File: config.mk
export PLATFORM = sky130hd
export DESIGN_NAME = alarm_bank_reg
export DESIGN_NICKNAME = d
export VERILOG_FILES = /design/src/rtl/alarm_bank_reg.sv
export SDC_FILE = /design/constraint.sdc
export NUM_CORES = 1
export LEC_CHECK = 0
export CORE_MARGIN = 5
export CORE_UTILIZATION = 35
export DETAILED_ROUTE_END_ITERATION = 8
export HOLD_SLACK_MARGIN = 0.12
export SLEW_MARGIN = 15
export SYNTH_ARGS = -nofsm -noshare
export SYNTH_HDL_FRONTEND = slang
export SYNTH_SLANG_ARGS = --single-unit
File: constraint.sdc
create_clock -name clk -period 3.22 [get_ports clk]
set_input_delay 0.644 -clock clk [delete_from_list [all_inputs] [get_ports clk]]
set_output_delay 0.644 -clock clk [all_outputs]
set_load 0.02 [all_outputs]
File: src/rtl/alarm_bank_reg.sv
// alarm_bank_reg: multi-slot BCD alarm register bank with per-slot enables, write
// validation, minute-tick matching and a ring/stop state machine.
// Optional feature macro: ALARM_SNOOZE_EN adds the SNOOZE state and its minute counter.
module alarm_bank_reg #(
    parameter int NUM_ALARMS = 4,
    parameter int IDX_W      = 2,
    parameter int SNOOZE_MIN = 9
) (
    input  logic             clk,
    input  logic             reset,
    input  logic             load_new_a,
    input  logic [IDX_W-1:0] load_idx,
    input  logic [3:0]       new_alarm_ms_hr,
    input  logic [3:0]       new_alarm_ls_hr,
    input  logic [3:0]       new_alarm_ms_min,
    input  logic [3:0]       new_alarm_ls_min,
    input  logic             alarm_dis,
    input  logic [IDX_W-1:0] read_idx,
    input  logic [3:0]       cur_ms_hr,
    input  logic [3:0]       cur_ls_hr,
    input  logic [3:0]       cur_ms_min,
    input  logic [3:0]       cur_ls_min,
    input  logic             min_tick,
    input  logic             stop_alarm,
    input  logic             snooze,
    output logic [3:0]       alarm_time_ms_hr,
    output logic [3:0]       alarm_time_ls_hr,
    output logic [3:0]       alarm_time_ms_min,
    output logic [3:0]       alarm_time_ls_min,
    output logic             alarm_en_out,
    output logic             load_ack,
    output logic             load_err,
    output logic             alarm_hit,
    output logic [IDX_W-1:0] hit_idx,
    output logic             snoozing
);

    // Slot word layout: {ms_hr, ls_hr, ms_min, ls_min}
`ifdef ALARM_SNOOZE_EN
    typedef enum logic [1:0] {
        S_IDLE    = 2'd0,
        S_RINGING = 2'd1,
        S_SNOOZE  = 2'd2
    } state_t;
    localparam logic [3:0] SNZ_LOAD = 4'(SNOOZE_MIN);
`else
    typedef enum logic [1:0] {
        S_IDLE    = 2'd0,
        S_RINGING = 2'd1
    } state_t;
`endif

    logic [15:0]           slot_q [NUM_ALARMS];
    logic [15:0]           slot_d [NUM_ALARMS];
    logic [NUM_ALARMS-1:0] en_q;
    logic [NUM_ALARMS-1:0] en_d;

    logic [15:0]           rd_time_q;
    logic [15:0]           rd_time_d;
    logic                  rd_en_q;
    logic                  rd_en_d;
    logic                  ack_q;
    logic                  ack_d;
    logic                  err_q;
    logic                  err_d;

    state_t                state_q;
    state_t                state_d;
    logic [IDX_W-1:0]      hit_idx_q;
    logic [IDX_W-1:0]      hit_idx_d;
    logic                  alarm_hit_q;
    logic                  alarm_hit_d;

    logic [15:0]           new_time;
    logic [15:0]           cur_time;
    logic                  load_idx_ok;
    logic                  read_idx_ok;
    logic                  time_ok;
    logic                  wr_ok;
    logic                  match;
    logic [IDX_W-1:0]      match_idx;

    assign new_time = {new_alarm_ms_hr, new_alarm_ls_hr, new_alarm_ms_min, new_alarm_ls_min};
    assign cur_time = {cur_ms_hr, cur_ls_hr, cur_ms_min, cur_ls_min};

    // Write validation: legal 24-hour BCD time into an existing slot
    always_comb begin
        load_idx_ok = (32'(load_idx) < NUM_ALARMS);
        read_idx_ok = (32'(read_idx) < NUM_ALARMS);
        time_ok     = (new_alarm_ms_hr <= 4'd2) &&
                      (new_alarm_ls_hr <= 4'd9) &&
                      ((new_alarm_ms_hr != 4'd2) || (new_alarm_ls_hr <= 4'd3)) &&
                      (new_alarm_ms_min <= 4'd5) &&
                      (new_alarm_ls_min <= 4'd9);
        wr_ok       = load_idx_ok && time_ok;
    end

    // Slot/enable next state; a write strobe takes priority over a disable strobe
    always_comb begin
        slot_d = slot_q;
        en_d   = en_q;
        if (load_new_a) begin
            if (wr_ok) begin
                slot_d[load_idx] = new_time;
                en_d[load_idx]   = 1'b1;
            end
        end else if (alarm_dis && load_idx_ok) begin
            en_d[load_idx] = 1'b0;
        end
    end

    // Read port and write handshake; read samples the already-registered slot contents
    always_comb begin
        rd_time_d = 16'd0;
        rd_en_d   = 1'b0;
        if (read_idx_ok) begin
            rd_time_d = slot_q[read_idx];
            rd_en_d   = en_q[read_idx];
        end
        ack_d = load_new_a && wr_ok;
        err_d = load_new_a && !wr_ok;
    end

    // Priority match: scan downward so the lowest enabled matching slot wins
    always_comb begin
        match     = 1'b0;
        match_idx = '0;
        for (int i = NUM_ALARMS - 1; i >= 0; i--) begin
            if (en_q[i] && (slot_q[i] == cur_time)) begin
                match     = 1'b1;
                match_idx = IDX_W'(i);
            end
        end
    end

`ifdef ALARM_SNOOZE_EN
    logic [3:0] snz_cnt_q;
    logic [3:0] snz_cnt_d;
    logic       snoozing_q;
    logic       snoozing_d;

    // Ring/snooze next state; stop always beats snooze
    always_comb begin
        state_d   = state_q;
        hit_idx_d = hit_idx_q;
        snz_cnt_d = snz_cnt_q;
        case (state_q)
            S_IDLE: begin
                if (min_tick && match) begin
                    state_d   = S_RINGING;
                    hit_idx_d = match_idx;
                end
            end
            S_RINGING: begin
                if (stop_alarm) begin
                    state_d = S_IDLE;
                end else if (snooze) begin
                    state_d   = S_SNOOZE;
                    snz_cnt_d = SNZ_LOAD;
                end
            end
            S_SNOOZE: begin
                if (stop_alarm) begin
                    state_d   = S_IDLE;
                    snz_cnt_d = 4'd0;
                end else if (min_tick) begin
                    if (snz_cnt_q <= 4'd1) begin
                        state_d   = S_RINGING;
                        snz_cnt_d = 4'd0;
                    end else begin
                        snz_cnt_d = snz_cnt_q - 4'd1;
                    end
                end
            end
            default: begin
                state_d   = S_IDLE;
                snz_cnt_d = 4'd0;
            end
        endcase
        alarm_hit_d = (state_d == S_RINGING);
        snoozing_d  = (state_d == S_SNOOZE);
    end

    // FSM registers with registered status outputs
    always_ff @(posedge clk or posedge reset) begin
        if (reset) begin
            state_q     <= S_IDLE;
            hit_idx_q   <= '0;
            alarm_hit_q <= 1'b0;
            snz_cnt_q   <= 4'd0;
            snoozing_q  <= 1'b0;
        end else begin
            state_q     <= state_d;
            hit_idx_q   <= hit_idx_d;
            alarm_hit_q <= alarm_hit_d;
            snz_cnt_q   <= snz_cnt_d;
            snoozing_q  <= snoozing_d;
        end
    end

    assign snoozing = snoozing_q;
`else
    logic unused_snooze;
    assign unused_snooze = snooze ^ (SNOOZE_MIN != 0);

    // Ring next state without snooze support
    always_comb begin
        state_d   = state_q;
        hit_idx_d = hit_idx_q;
        case (state_q)
            S_IDLE: begin
                if (min_tick && match) begin
                    state_d   = S_RINGING;
                    hit_idx_d = match_idx;
                end
            end
            S_RINGING: begin
                if (stop_alarm) begin
                    state_d = S_IDLE;
                end
            end
            default: state_d = S_IDLE;
        endcase
        alarm_hit_d = (state_d == S_RINGING);
    end

    // FSM registers with registered status output
    always_ff @(posedge clk or posedge reset) begin
        if (reset) begin
            state_q     <= S_IDLE;
            hit_idx_q   <= '0;
            alarm_hit_q <= 1'b0;
        end else begin
            state_q     <= state_d;
            hit_idx_q   <= hit_idx_d;
            alarm_hit_q <= alarm_hit_d;
        end
    end

    assign snoozing = 1'b0;
`endif

    // Slot storage and enables
    always_ff @(posedge clk or posedge reset) begin
        if (reset) begin
            for (int i = 0; i < NUM_ALARMS; i++) begin
                slot_q[i] <= 16'd0;
            end
            en_q <= '0;
        end else begin
            slot_q <= slot_d;
            en_q   <= en_d;
        end
    end

    // Registered read port and write acknowledge/error pulses
    always_ff @(posedge clk or posedge reset) begin
        if (reset) begin
            rd_time_q <= 16'd0;
            rd_en_q   <= 1'b0;
            ack_q     <= 1'b0;
            err_q     <= 1'b0;
        end else begin
            rd_time_q <= rd_time_d;
            rd_en_q   <= rd_en_d;
            ack_q     <= ack_d;
            err_q     <= err_d;
        end
    end

    assign alarm_time_ms_hr  = rd_time_q[15:12];
    assign alarm_time_ls_hr  = rd_time_q[11:8];
    assign alarm_time_ms_min = rd_time_q[7:4];
    assign alarm_time_ls_min = rd_time_q[3:0];
    assign alarm_en_out      = rd_en_q;
    assign load_ack          = ack_q;
    assign load_err          = err_q;
    assign alarm_hit         = alarm_hit_q;
    assign hit_idx           = hit_idx_q;

endmodule

# Yosys cells after proc, flatten, opt, wreduce, memory -nomap -nowiden
# Cells that the tools add are included.
[word_totals]
reg_bits = 92
out_inout_bits = 23
word_cells = 80
[op_classes]
order_cmp = 11
n_eq_ne = 8
n_mux = 24
n_bitwise = 5
n_reduce_logical = 20
[ops]
columns = ["cell", "count"]
rows = [
  ["64-bit bitwise mux", 1],
  ["16-bit equality test", 4],
  ["16-bit 2-to-1 mux", 3],
  ["16-bit binary-select mux with 2-bit select", 1],
  ["16-bit demux with 2-bit select", 1],
  ["1-bit logical AND", 13],
  ["2-bit 2-to-1 mux", 6],
  ["4-bit 2-to-1 mux", 3],
  ["4-bit by 2-bit <= comparator with 1-bit output (second input constant)", 2],
  ["4-bit <= comparator (second input constant)", 2],
  ["3-bit >= comparator (second input constant)", 2],
  ["2-bit by 3-bit < comparator with 1-bit output (second input constant)", 2],
  ["1-bit 2-to-1 mux", 6],
  ["2-bit inverter with 3-bit output", 2],
  ["2-bit AND reduction", 3],
  ["4-bit AND", 1],
  ["2-bit by 1-bit equality test with 1-bit output (second input constant)", 2],
  ["4-bit by 3-bit <= comparator with 1-bit output (second input constant)", 1],
  ["4-bit by 2-bit != test with 1-bit output (second input constant)", 1],
  ["4-bit inverter", 1],
  ["4-bit bitwise OR", 1],
  ["2-bit case mux with 2 select lines", 1],
  ["3-bit by 1-bit < comparator with 1-bit output (second input constant)", 1],
  ["1-bit binary-select mux with 2-bit select", 1],
  ["7 further kinds", 7],
]

# Longest topological paths before layout
[depth]
word_depth = 10
ltp_mapped = 8

# Least setup slack after synthesis
# OpenSTA, ideal clock, no wires.
[synth_timing]
kind = "in2reg"
from = "input port new_alarm_ms_min[2]"
to = "register slot_q[48] in the netlist's numbering"
arrival_time_ns = 2.173
required_time_ns = 3.095
path_slack_ns = 0.922
cell_stages = 7
n_path_buf = 2
path_cell_list = "a2111oi_0 -> and3_2 -> nand2_4 -> or3_1 -> buf_6 -> buf_12 -> mux2_4"
[synth_between]
elab_chain_len = 4
[synth_lines]
columns = ["element", "line_no", "text"]
rows = [
  ["start, declared", "15", "input logic [3:0] new_alarm_ms_min,"],
  ["4-bit by 3-bit <= comparator with 1-bit output", "93", "(new_alarm_ms_min <= 4'd5) &&"],
  ["1-bit logical AND", "92", "((new_alarm_ms_hr != 4'd2) || (new_alarm_ls_hr <= 4'd3)) &&"],
  ["1-bit logical AND", "93", ""],
  ["2-bit AND reduction (no source line)", "-", ""],
  ["end signal, assigned", "251", "slot_q <= slot_d;"],
  ["end, declared", "53", "logic [15:0] slot_q [NUM_ALARMS];"],
]
# No other way between the ends.
# A chain may end at the register's enable or synchronous reset.

# Worst setup path after layout
[layout_timing]
from = "input port new_alarm_ms_min[2]"
to = "register slot_q[52] in the netlist's numbering"
# Same word-level chain as after synthesis.

==> parameters.txt <==
Parameter                              Value

Status
  Run status ... completed

Synth
  Yosys warns ... 0
  Avg Synthesized Cell Area ... approximately 14 sq um
  Most frequent cells after synthesis ... 92 x sky130_fd_sc_hd__dfrtp_1, 46 x sky130_fd_sc_hd__mux2_2, 34 x sky130_fd_sc_hd__xnor2_1, 30 x sky130_fd_sc_hd__xor2_1, 17 x sky130_fd_sc_hd__mux4_2
  Post-synthesis cell area ... around 0.0044 sq mm
  Synth Register Bits ... 92
  Gate Count Post-Synth ... 314
  Dominant cells by area after synthesis ... sky130_fd_sc_hd__dfrtp_1 52%, sky130_fd_sc_hd__mux2_2 12%, sky130_fd_sc_hd__mux4_2 8.7%
  Dominant register cell in the synthesized netlist ... sky130_fd_sc_hd__dfrtp_1
  Yosys top cell area share ... about 52%
  Sequential fraction of the synthesis area ... between 50% and 60%
  Number of enable-type register cells in the synthesized netlist ... 0
  Number of library cell types mapped by synthesis ... 39
  Cell taking the most area after synthesis ... sky130_fd_sc_hd__dfrtp_1
  Post-synthesis async set-or-reset flop share ... 100.0%
  Library cell with the highest instance count after synthesis ... sky130_fd_sc_hd__dfrtp_1

Pwr
  Max VDD drop ... approximately 290 uV
  Areal power density over the cells ... about 480 mW/mm^2
  Leakage dissipation ... approximately 0.0025 uW

Detailed routing
  Number of iterations in the first detailed-routing pass ... 4
  Routed WL ... between 10 and 15 mm
  Detail Route Antenna Nets ... 0
  Number of remaining DRC errors ... 0
  Routed vias ... around 2,700
  DRT iter0 DRCs ... between 100 and 150
  Ratio of routed vias to standard cells ... 4.855
  Wirelength per Cell ... around 19 microns

Worst setup path
  Critical path start-end classification ... in -> reg
  Type of origin of the critical path ... primary input
  Arrival time of the worst setup path ... ~2900 ps
  Data required time of the worst path ... 3430 ps
  Startpoint of the worst setup timing path ... new_alarm_ms_min[2]
  Largest stage delay, worst path ... just under 500 ps
  List of cells traversed by the critical path ... clkdlybuf4s50_1, a2111oi_0, buf_4, and3_2, nand2_4, or3_1, buf_4, mux2_4
  Most frequent cell on the critical path ... sky130_fd_sc_hd__buf_4
  Launch point of the worst reg-to-reg path ... state_q[0]
  Slowest stage cell, crit path ... sky130_fd_sc_hd__clkdlybuf4s50_1
  Critical Path Fanout Max ... 8
  Worst setup EP type ... register

Global routing
  Wire length of the first global-routing pass ... approximately 17 mm
  Grt total ovfl ... 0
  Maximum number of pins on one net before global-route repair ... 33
  Via count of the first global-routing pass ... around 2,900
  Antenna violations before repair ... 0
  Total global-route track usage ... ~15%

Placed design
  Dpl hpwl ... 7.812 mm
  RD Place Congestion ... approximately 0.79
  Quantity of I/O buffers inserted on ports ... 63

CTS
  Cts hold-fix bufs ... 0
  CTS root buffer ... sky130_fd_sc_hd__clkbuf_16
  Longest Clk Path Bufs ... 2
  Post-cts sizing count ... 0
  Maximum level of the CTS H-tree ... 3
  Number of buffers created by CTS ... 9
  # Post-CTS Setup Buffers ... 0
  Clock latency on the worst-skew pair ... 330 ps
  Clock tree from TritonCTS ... done
  Clk sinks ... 92
  Clock transition at path regs ... approximately 60 ps

Final layout
  Total area of multi-input combinational cells ... roughly 0.0020 sq mm
  Total number of nets in the final design ... between 400 and 500
  Total inserted antenna cells ... 0
  Fraction of layout cells with a size suffix above 1 ... between 20% and 30%
  Signed area change from the synthesized netlist to the final layout ... 27.07%
  FF/Latch Area ... 0.002302 sq mm
  Final Util ... between 40 and 50%
  Count of fill cells added during filler insertion ... ~1,200

Timing
  Max-Slew Margin vs Limit ... about three fifths
  Tmin final ... around 2700 ps
  Layout Skew ... between 6 and 7 ps
  Unrepaired setup endpoints after global routing ... no
  Worst-Margin Slew ... approximately 580 ps
  Max-slew violation count ... 0
  Upper clock frequency limit ... between 300 and 400 MHz
  # setup viols final ... 0
  Final hold violations ... 0
  Total negative slack ... 0 ps
  Final cycle utilization of the critical path ... between 80% and 90%

Die
  Die span in x ... about 120 microns
  Core ar. ... 0.01247 sq mm
  Die outline area ... ~0.015 sq mm
  Initial Utilization ... a little over a third
  DIE HEIGHT ... 122.0 microns
  Row Count ... ~40
  Ports ... between 60 and 70

Min path
  Worst hold-check path type ... reg -> reg
  Worst hold path startpoint ... hit_idx[1]

Run
  Number of maximum-capacitance violations ... 0
[kinds of logic after synthesis]
family | count (synthesis) | synth area share (%)
AO/OA/AOI/OAI | 16 | 2.308
buffers and inverters | 14 | 1.937
AND/OR/NAND/NOR | 58 | 7.921
flip-flops | 92 | 52.42
other | 1 | 0.08539
XOR/XNOR | 64 | 12.76
multiplexers | 69 | 22.56
[worst paths after layout]
kind	end	slack (ps)	cells after the start
hold / removal	hit_idx[1]	500	1
min in group asynchronous	alarm_hit	690	2
hold reg to reg	hit_idx[1]	500	1
setup reg to reg	hit_idx[0]	1170	6
max in group asynchronous	slot_q[52]	1970	3
setup / recovery	slot_q[52]	500	8
[worst max-delay path: cells and delay by family]
family,cells,cell delay [ps]
buf+inv,3,870
simple gates,3,660
mux,1,300
compound gates,1,450
[registers in the layout (all words and copies together), names as in the netlist, named ones only]
name / count
alarm_hit: 1
alarm_en_out: 1
load_ack: 1
state_q: 2
hit_idx: 2
load_err: 1
slot_q: 64
rd_time_q: 16
[area by class of cell]
class                           count  share of cell area [%]
Clock buffer                       15                   4.978
Clock inverter                      1                 0.08969
Inverter                            2                  0.1570
Multi-Input combinational cell    209                   35.99
Sequential cell                    92                   41.26
Tap cell                          172                   3.856
Timing Repair Buffer               74                   13.68
[power breakdown]
group | internal, uW | switching, uW | leakage, uW
Clock | 587 | 417 | 0.000140
Sequential | 1230 | 53.6 | 0.00126
Combinational | 203 | 172 | 0.00113
[through the flow]
step,cell area (sq um),total power [uW],instances,setup slack (ps),hold slack [ps]
6_report,5580,2658,565,495.3,500.5
5_1_grt,5580,2767,565,340.2,536.2
4_1_cts,5580,2697,565,475.5,504.0
3_5_place_dp,5298,1681,549,124.2,490.0
3_3_place_gp,5298,1677,549,104.2,476.0
2_1_floorplan,4395,1500,315,184.0,473.1
[placed cells by master, fill, tap and decap left out, drive strengths merged, types with 9 or more instances in the layout]
cell type      count
buf               11
mux2              52
clkbuf            15
dfrtp             92
mux4              17
nor2b              9
nor4              10
xor2              30
clkdlybuf4s50     63
xnor2             34
[metal layers]
metal,vias up,GRT usage (%),wire [microns]
met4,0,4.202,102
li1,1266,-,-
met1,1413,21.14,5023
met3,10,3.018,407
met5,-,0,0
met2,54,23.83,5135
Power figures use the tool's default switching activity.
